File: src/rtl/i2s_master_tx.sv
// rtl/i2s_master_tx.sv - I2S playback master: bclk/lrck generation and 24-bit MSB-first serialiser
// Optional macro I2S_TX_HOLD_EN: an underrun repeats the channel's previous sample instead of sending zeros.
module i2s_master_tx #(
    parameter int BCLK_DIV = 4
) (
    input  logic        AMSCK,
    input  logic        rst,
    input  logic        en,
    output logic        bclk,
    output logic        lrck,
    output logic        sdout,
    output logic        rd_l,
    input  logic        empty_l,
    input  logic [23:0] din_l,
    output logic        rd_r,
    input  logic        empty_r,
    input  logic [23:0] din_r,
    output logic        underrun
);

    localparam int DW = (BCLK_DIV > 1) ? $clog2(BCLK_DIV) : 1;
    localparam logic [DW-1:0] DIV_LAST = DW'(BCLK_DIV - 1);

    logic [DW-1:0] div_cnt;
    logic [5:0]    bit_cnt;
    logic [23:0]   shift_l;
    logic [23:0]   shift_r;
    logic          cap_l;
    logic          cap_r;

    logic          div_wrap;
    logic          fall;
    logic [5:0]    bit_next;
    logic [4:0]    pos;
    logic [23:0]   samp_l;
    logic [23:0]   samp_r;
    logic [23:0]   samp_aligned;
    logic          ser_bit;

    // While a capture is pending the FIFO data is forwarded directly, so that
    // with BCLK_DIV=1 the freshly popped sample is already used at position 1.
    always_comb begin
        div_wrap     = (div_cnt == DIV_LAST);
        fall         = div_wrap && bclk;
        bit_next     = bit_cnt + 6'd1;
        pos          = bit_next[4:0];
        samp_l       = cap_l ? din_l : shift_l;
        samp_r       = cap_r ? din_r : shift_r;
        samp_aligned = '0;
        ser_bit      = 1'b0;
        if (pos >= 5'd1 && pos <= 5'd24) begin
            samp_aligned = (bit_next[5] ? samp_r : samp_l) << (pos - 5'd1);
            ser_bit      = samp_aligned[23];
        end
    end

    always_ff @(posedge AMSCK) begin
        if (rst || !en) begin
            div_cnt  <= '0;
            bit_cnt  <= 6'd63;
            bclk     <= 1'b0;
            lrck     <= 1'b0;
            sdout    <= 1'b0;
            rd_l     <= 1'b0;
            rd_r     <= 1'b0;
            underrun <= 1'b0;
            cap_l    <= 1'b0;
            cap_r    <= 1'b0;
            shift_l  <= '0;
            shift_r  <= '0;
        end else begin
            rd_l     <= 1'b0;
            rd_r     <= 1'b0;
            underrun <= 1'b0;
            cap_l    <= rd_l;
            cap_r    <= rd_r;
            if (cap_l) shift_l <= din_l;
            if (cap_r) shift_r <= din_r;

            div_cnt <= div_wrap ? '0 : div_cnt + 1'b1;
            if (div_wrap) bclk <= ~bclk;

            if (fall) begin
                bit_cnt <= bit_next;
                lrck    <= bit_next[5];
                sdout   <= ser_bit;
                if (bit_next == 6'd0) begin
                    if (!empty_l) begin
                        rd_l <= 1'b1;
                    end else begin
                        underrun <= 1'b1;
`ifndef I2S_TX_HOLD_EN
                        shift_l  <= '0;
`endif
                    end
                end
                if (bit_next == 6'd32) begin
                    if (!empty_r) begin
                        rd_r <= 1'b1;
                    end else begin
                        underrun <= 1'b1;
`ifndef I2S_TX_HOLD_EN
                        shift_r  <= '0;
`endif
                    end
                end
            end
        end
    end

endmodule
File: config.mk
export PLATFORM = sky130hd
export DESIGN_NAME = i2s_master_tx
export DESIGN_NICKNAME = d
export VERILOG_FILES = /design/src/rtl/i2s_master_tx.sv
export SDC_FILE = /design/constraint.sdc
export NUM_CORES = 1
export LEC_CHECK = 0
export CAP_MARGIN = 5
export CELL_PAD_IN_SITES_DETAIL_PLACEMENT = 0
export CELL_PAD_IN_SITES_GLOBAL_PLACEMENT = 1
export CORE_ASPECT_RATIO = 0.5
export CORE_MARGIN = 3
export CORE_UTILIZATION = 43
export DETAILED_ROUTE_END_ITERATION = 6
export PLACE_DENSITY = 0.95
export SYNTH_ARGS = -nofsm -noshare
export SYNTH_HDL_FRONTEND = slang
export SYNTH_SLANG_ARGS = --single-unit
File: constraint.sdc
create_clock -name AMSCK -period 5.9 [get_ports AMSCK]
set_clock_uncertainty 0.15 [all_clocks]
set_input_delay 0.885 -clock AMSCK [delete_from_list [all_inputs] [get_ports AMSCK]]
set_output_delay 0.885 -clock AMSCK [all_outputs]
set_load 0.02 [all_outputs]
---- Word-level counts from Yosys, hierarchy flattened ----
Cells that the tools add are included.
cells by class
  $add $sub $neg .......................... 3
  $lt $le $gt $ge ......................... 2
  eq/ne operators ......................... 2
  shift-type cells ........................ 1
  multiplexer cells ....................... 16
  bitwise logic cells ..................... 4
  reduce and logical (&&, ||, !) cells .... 9
operator list
  cell                                                                                 number
  24-bit 2-to-1 mux                                                                    9
  24-bit by 5-bit left shift with 24-bit output                                        1
  1-bit 2-to-1 mux                                                                     7
  6-bit by 1-bit adder with 6-bit output, second input constant                        1
  6-bit equality test, second input constant                                           1
  6-bit logical NOT                                                                    1
  3-bit OR reduction                                                                   2
  5-bit by 1-bit greater-or-equal comparator with 1-bit output, second input constant  1
  5-bit less-or-equal comparator, second input constant                                1
  5-bit by 1-bit subtractor with 5-bit output, second input constant                   1
  1-bit inverter                                                                       4
  2-bit OR reduction                                                                   2
  2-bit by 1-bit adder with 2-bit output, second input constant                        1
  2-bit equality test, second input constant                                           1
  1-bit logical AND                                                                    2
  1-bit logical NOT                                                                    1
  1-bit logical OR                                                                     1
storage, ports and cells
  register bits ........................... 64
  output and inout bits ................... 6
  word-level logic and storage cells ...... 49

---- Logic depth before layout (Yosys ltp) ----
Gate-level depths: netlist (run 1).
  word-level depth ........................ 5
  depth in mapped cells ................... 12
  depth with buffers taken out ............ 9

---- Worst setup path before layout (run 1) ----
Ideal clock, no wire load.
  path kind ............................... register to register
  start ................................... register bit_cnt[0]
  end ..................................... register sdout
  setup time .............................. 0.122 ns
  data arrival time ....................... 2.537 ns
  setup slack ............................. 3.091 ns
  stages on the path, launching flop included .. 12
  path buffers ............................ 3
  clock period less this slack ............ 2.809 ns
  cell sequence ........................... dfxtp_1 -> buf_6 -> inv_1 -> ha_1 -> buf_6 -> buf_6 -> nor3_1 -> o31ai_1 -> xnor2_1 -> o21ai_0 -> or3_2 -> a221o_1
between the ends
  word-level cells in the longest chain between the ends .. 4
  elaborated cells between the ends (all ways) .. 8
  those cells by class .................... add/sub (2); order compare (2); shift (1); mux (2); reduce/logical (1)
RTL lines
  element                                                                                    line    source
  from (decl)                                                                                25      logic [5:0] bit_cnt;
  from (signal assigned)                                                                     84      bit_cnt <= bit_next;
  6-bit by 1-bit adder with 6-bit output (*)                                                 45      bit_next = bit_cnt + 6'd1;
  named net bit_next[0]                                                                      33      logic [5:0] bit_next;
  5-bit by 1-bit subtractor with 5-bit output (tied with other cells)                        52      samp_aligned = (bit_next[5] ? samp_r : samp_l) << (pos - 5'd1);
  24-bit by 5-bit left shift with 24-bit output / 1-bit logical AND (equally long branches)  52, 51
  1-bit 2-to-1 mux (*)                                                                       51      if (pos >= 5'd1 && pos <= 5'd24) begin
  to (signal assigned)                                                                       86      sdout <= ser_bit;
  to (decl)                                                                                  11      output logic sdout,
The timed path passes the listed nets; every way through them passes the cells marked *.
A chain may end at the register's enable or synchronous reset.

---- Worst setup path after layout (run 1) ----
Same ends and word-level chain as after synthesis.

==> impl_metrics.toml, run 1 <==
[drt]
drt_iter0_markers = 117
wl_per_cell_um = 15.7
drt_wl_total_um = 6990
ant_nets = 0
dr.pass1.iters = 4
drcViolationCount = 0
num_vias = 2385
viasPerCell = 5.37

[cts]
cts_buffers = 9
hold_buffers = 0
path_clk_slew_ns = 0.05
post-cts-setup-buffer-count = 0
cts_root_buf = "clkbuf_16"
cts_resized = 0
h-tree-depth = 3
clock_latency_ns = 0.32
cts.sinks = 64
cts_tree = "done"
clk_path_buf_depth = 2

[timing]
rsz0062_at_grt = "false"
hold_viol_final = 0
slew_violations = 0
setup_viol = 0
worst_pin_slew_ns = 0.877
fin_setup_tns_ns = 0
min_period_over_period = 0.567
clock.fmax_ghz = 0.299
layout_min_cycle_time_ns = 3.34
slew_headroom = 0.414

[global_route]
globalRouteOverflowTotal = 0
grt_pass1_vias = 2319
met1_usage = 0.230
grtUsageTotal = 0.178
antenna_found_initial = 0
grtUsageMet2 = 0.287
grt_max_degree = 25
grt_pass1_wl_um = 11400
grt.busiest_layer = "met2"
grt.met3_usage = 0.0544

[finish]
fin_nets = 412
area_delta_synth_final_pct = 25.9
drive_gt1_frac = 0.0815
n_antenna_cell = 0
final_area_mm2 = 0.00384
stdcell_count = 444
n_fill_cell = 562

[logic_synthesis]
synth_commonest_cells = "64 x dfxtp_1, 63 x nor2_1, 49 x mux2i_1"
seq_area_frac_synth = 0.420
synth_cells = 305
synth-edff-count = 0
avgSynthCellArea_um2 = 10.0
syn_area_mm2 = 0.00305
async_reset_ff_frac = 0
ys_ff_latch = 64
synth_area_leaders = "dfxtp_1 42%, mux2i_1 16%, nor2_1 7.8%"
ys.flop_type = "dfxtp_1"
synth_top_area_cell = "dfxtp_1"
syn_nets = 362
yosysWarnings = 0
yosys.cell_count.top_type = "dfxtp_1"
ys_types = 53
synth_top_area_frac = 0.420

[floorplan]
die_area_mm2 = 0.00820
die_y_um = 65.6
design.portCount = 59
fp.dieW_um = 125
core_area_mm2 = 0.00646
rows = 20
initial_core_util = 0.472

[power_and_ir_drop]
power_switching_uw = 180
leakagePower_nw = 1.33
clkPwrFrac = 0.484
p_total_uw = 930
irDropWorstVdd_uv = 114
pwr-share-seq = 0.467
power.density_mw_per_mm2 = 242
swShare = 0.194
combPwrFrac = 0.049
p_int_uw = 749

[critical_path]
critPathRequiredTime_ns = 5.95
crit_arrival_ns = 3.40
endpoint_kind = "flop"
path_max_fanout = 17
critical_path_class = "reg2reg"
start_kind = "flop"

[placement]
place.gp.congestion = 0.918
io_buffer_count = 58
dpl.hpwl_um = 4990
placed_cells = 432
detailed_place.area_mm2 = 0.00359

[job]
maxCapViolations = 0

[worst_hold_path]
hold_path_class = "reg2reg"

[status]
outcome = "complete, no violations"
==> logic make-up after synthesis <==
family | count (synthesis) | synth area share
compound gates | 33 | 0.0792
xor+xnor | 7 | 0.0201
fa+ha+maj | 4 | 0.0164
buf+inv | 25 | 0.0591
flops | 64 | 0.420
mux | 58 | 0.231
simple gates | 114 | 0.174
==> metrics by stage <==
step	setup slack, ns	hold slack (ns)	utilization
6_report	2.56	0.287	0.595
5_1_grt	2.29	0.312	0.595
4_1_cts	2.56	0.298	0.595
3_5_place_dp	2.55	0.287	0.556
3_3_place_gp	2.65	0.262	0.556
2_1_floorplan	3.09	0.254	-
==> worst max-delay path, stage by stage, from the launching register on <==
cell	delay, ns
dfxtp_1	0.59
inv_1	0.20
ha_1	0.68
and3b_1	0.25
o31ai_1	0.27
xnor2_1	0.24
o21ai_0	0.13
or3_2	0.42
a221o_1	0.32
==> cell type report <==
class / count / area, um^2 / area share
multi-input combinational: 216 / 1590 / 0.414
sequential: 64 / 1280 / 0.334
clock inverter: 2 / 10.0 / 0.00261
inverter: 4 / 15.0 / 0.00391
tap: 88 / 110 / 0.0287
timing repair buffer: 60 / 596 / 0.155
clock buffer: 10 / 239 / 0.0622
==> sequential cells by signal, indices dropped and copies added, names as in the netlist <==
signal,cells
rd_r,1
shift_l,24
lrck,1
sdout,1
bclk,1
cap_l,1
underrun,1
cap_r,1
rd_l,1
bit_cnt,6
shift_r,24
div_cnt,2
==> power by group through the flow <==
| stage | clock [mW] | sequential, mW | combinational [mW] |
|---|---|---|---|
| finish | 0.450 | 0.434 | 0.0460 |
| global route | 0.477 | 0.434 | 0.0490 |
| CTS | 0.459 | 0.434 | 0.0466 |
| detailed placement | 0 | 0.443 | 0.0461 |
| global placement | 0 | 0.443 | 0.0454 |
| floorplan | 0 | 0.443 | 0.00795 |
==> worst paths after layout <==
check	from	end	slack, ns	depth (start not counted)
max	bit_cnt[0]$_SDFFE_PP1P_	sdout$_SDFFE_PP0P_	2.56	8
min	div_cnt[0]$_SDFF_PP0_	div_cnt[0]$_SDFF_PP0_	0.29	1
max reg2reg	bit_cnt[0]$_SDFFE_PP1P_	sdout$_SDFFE_PP0P_	2.56	8
min reg2reg	div_cnt[0]$_SDFF_PP0_	div_cnt[0]$_SDFF_PP0_	0.29	1
==> layer usage <==
metal	wire (um)	share of wire	vias to the layer above
li1	-	-	1164
met1	3200	0.46	1137
met2	3290	0.47	76
met3	429	0.061	8
met4	65	0.0093	0
met5	0	0	-
==> cells in the final DEF (no fill, tap or decap), types with 2 or more instances in the layout <==
cell type / Yosys / final
dfxtp_1: 64 / 64
nor2_1: 63 / 63
clkdlybuf4s50_1: 0 / 58
mux2i_1: 49 / 49
nand2_1: 17 / 17
clkbuf_16: 0 / 9
nor3_1: 7 / 7
a21oi_1: 7 / 7
mux4_1: 6 / 6
o21ai_0: 5 / 5
xnor2_1: 5 / 5
a221o_1: 5 / 5
inv_1: 4 / 4
nand3_1: 4 / 4
ha_1: 4 / 4
and2_1: 3 / 3
o31ai_1: 3 / 3
nand2b_1: 3 / 3
or2b_2: 2 / 2
xor2_1: 2 / 2
o211ai_1: 2 / 2
mux4_2: 2 / 2
clkinv_2: 0 / 2
buf_4: 0 / 2
Power figures use the tool's default switching activity.
==> inputs of run 2 (changes only) <==
--- a/config.mk
+++ b/config.mk
@@ -10,9 +10,9 @@
 export CELL_PAD_IN_SITES_GLOBAL_PLACEMENT = 1
 export CORE_ASPECT_RATIO = 0.5
 export CORE_MARGIN = 3
-export CORE_UTILIZATION = 43
+export CORE_UTILIZATION = 36
 export DETAILED_ROUTE_END_ITERATION = 6
-export PLACE_DENSITY = 0.95
+export PLACE_DENSITY = 0.87
 export SYNTH_ARGS = -nofsm -noshare
 export SYNTH_HDL_FRONTEND = slang
 export SYNTH_SLANG_ARGS = --single-unit
==> constraint.sdc (replaced) <==
create_clock -name AMSCK -period 3.05 [get_ports AMSCK]
set_clock_uncertainty 0.15 [all_clocks]
set_input_delay 0.4575 -clock AMSCK [delete_from_list [all_inputs] [get_ports AMSCK]]
set_output_delay 0.4575 -clock AMSCK [all_outputs]
set_load 0.02 [all_outputs]
==> run 2 against run 1 <==
- cell count increased by 8.6%
- clock power grew 120%
- maximum frequency is 17% higher
- largest power group unchanged
- highest routed layer unchanged
==> impl_metrics.toml, run 2 (synthesis results as in run 1) <==
[power_and_ir_drop]
power.density_mw_per_mm2 = 484
leakagePower_nw = 1.39
p_total_mw = 1.94
irDropWorstVdd_uv = 275

[timing]
rsz0062_at_grt = "false"
slew_violations = 0
min_period_over_period = 0.937
setup_viol = 0
worst_pin_slew_ns = 0.405
layout_min_cycle_time_ns = 2.86
fin_setup_tns_ns = 0
clock.fmax_ghz = 0.350
fin_ws_ns = 0.192
slew_headroom = 0.728
hold_viol_final = 0

[critical_path]
r2r_slack_ns = 0.19
timing.rr.start = "bit_cnt[4]$_SDFFE_PP1P_"
worst-r2r-cell-count = 7
r2r_end = "sdout$_SDFFE_PP0P_"
critPathRequiredTime_ns = 3.17
start_kind = "flop"
crit_arrival_ns = 2.98
critical_path_class = "reg2reg"
path_max_fanout = 9
endpoint_kind = "flop"

[finish]
drive_gt1_frac = 0.119
layout_common_cells = "64 x dfxtp_1, 63 x nor2_1, 58 x clkdlybuf4s50_1"
fin_nets = 422
post-route-util = 0.494
n_fill_cell = 750
n_antenna_cell = 0
final_common_cell = "dfxtp_1"
final_area_mm2 = 0.00401
area_delta_synth_final_pct = 31.3
reg_top3 = "shift_l x24, shift_r x24, bit_cnt x6"

[cts]
cts_tree = "done"
clk_path_buf_depth = 2
post-cts-setup-buffer-count = 0
cts.sinks = 64
clock_latency_ns = 0.33
cts_root_buf = "clkbuf_16"
h-tree-depth = 3
cts_buffers = 9
path_clk_slew_ns = 0.06

[worst_hold_path]
min_from = "div_cnt[0]$_SDFF_PP0_"
holdPathStages = 1
hold_path_class = "reg2reg"
worstHoldEndpoint = "div_cnt[0]$_SDFF_PP0_"

[drt]
drcViolationCount = 0
num_vias = 2407
drt_wl_total_um = 7240
drt_iter0_markers = 111
wl_per_cell_um = 15.0
dr.pass1.iters = 4
ant_nets = 0
viasPerCell = 4.99

[floorplan]
design.portCount = 59
die_y_um = 71.1
core_area_mm2 = 0.00812
die_area_mm2 = 0.00968
initial_core_util = 0.376
fp.dieW_um = 136
rows = 23

[global_route]
antenna_found_initial = 0
grt_pass1_wl_um = 11900
grtUsageTotal = 0.156
grt_max_degree = 19
globalRouteOverflowTotal = 0
grt_pass1_vias = 2454

[placement]
place_ws_ns = 0.130
place.gp.congestion = 0.860
io_buffer_count = 58
detailed_place.area_mm2 = 0.00370
dpl.hpwl_um = 5390

[status]
outcome = "complete, no violations"

[job]
maxCapViolations = 0
## run 2: how the worst max path moves through the flow
stage	from	endpoint
after CTS	bit_cnt[0]$_SDFFE_PP1P_	sdout$_SDFFE_PP0P_
final	bit_cnt[4]$_SDFFE_PP1P_	sdout$_SDFFE_PP0P_
after floorplan	bit_cnt[0]$_SDFFE_PP1P_	sdout$_SDFFE_PP0P_
after global placement	bit_cnt[0]$_SDFFE_PP1P_	sdout$_SDFFE_PP0P_
after global routing	bit_cnt[0]$_SDFFE_PP1P_	sdout$_SDFFE_PP0P_
after detailed placement	bit_cnt[0]$_SDFFE_PP1P_	sdout$_SDFFE_PP0P_
## run 2: through the flow
step	cells	hold slack, ns
2_1_floorplan	305	0.254
6_report	482	0.277
5_1_grt	482	0.301
3_5_place_dp	466	0.279
4_1_cts	482	0.286
3_3_place_gp	466	0.263
## run 2: cell type report
cell class	count	area [um^2]	area share
clock inverter	7	72.6	0.0181
inverter	4	15.0	0.00375
sequential	64	1280	0.320
multi-input combinational	216	1600	0.400
timing repair buffer	70	671	0.167
tap	112	140	0.0350
clock buffer	9	225	0.0562
## run 2: where the power goes
group | total, mW | internal (mW) | switching, mW
logic | 0.0926 | 0.0647 | 0.0279
clock network | 1.01 | 0.631 | 0.378
registers | 0.838 | 0.838 | 0.000624
## run 2: metal layers
layer,global-route usage,share of wire,vias up
met1,0.202,0.46,1144
li1,-,-,1195
met5,0,0,-
met2,0.255,0.48,55
met3,0.0455,0.045,13
met4,0.0447,0.015,0
## run 2: critical path: stages, from the launching register on
cell     delay, ns
dfxtp_1       0.53
nand3_2       0.14
or3_4         0.35
nand2_1       0.26
mux4_1        0.59
mux4_2        0.50
nor4_2        0.14
a221o_1       0.13
## run 2: repair_timing
item,in CTS,in global routing
resized for setup,0,2
endpoints found under the setup margin,0,1
hold buffers,0,0
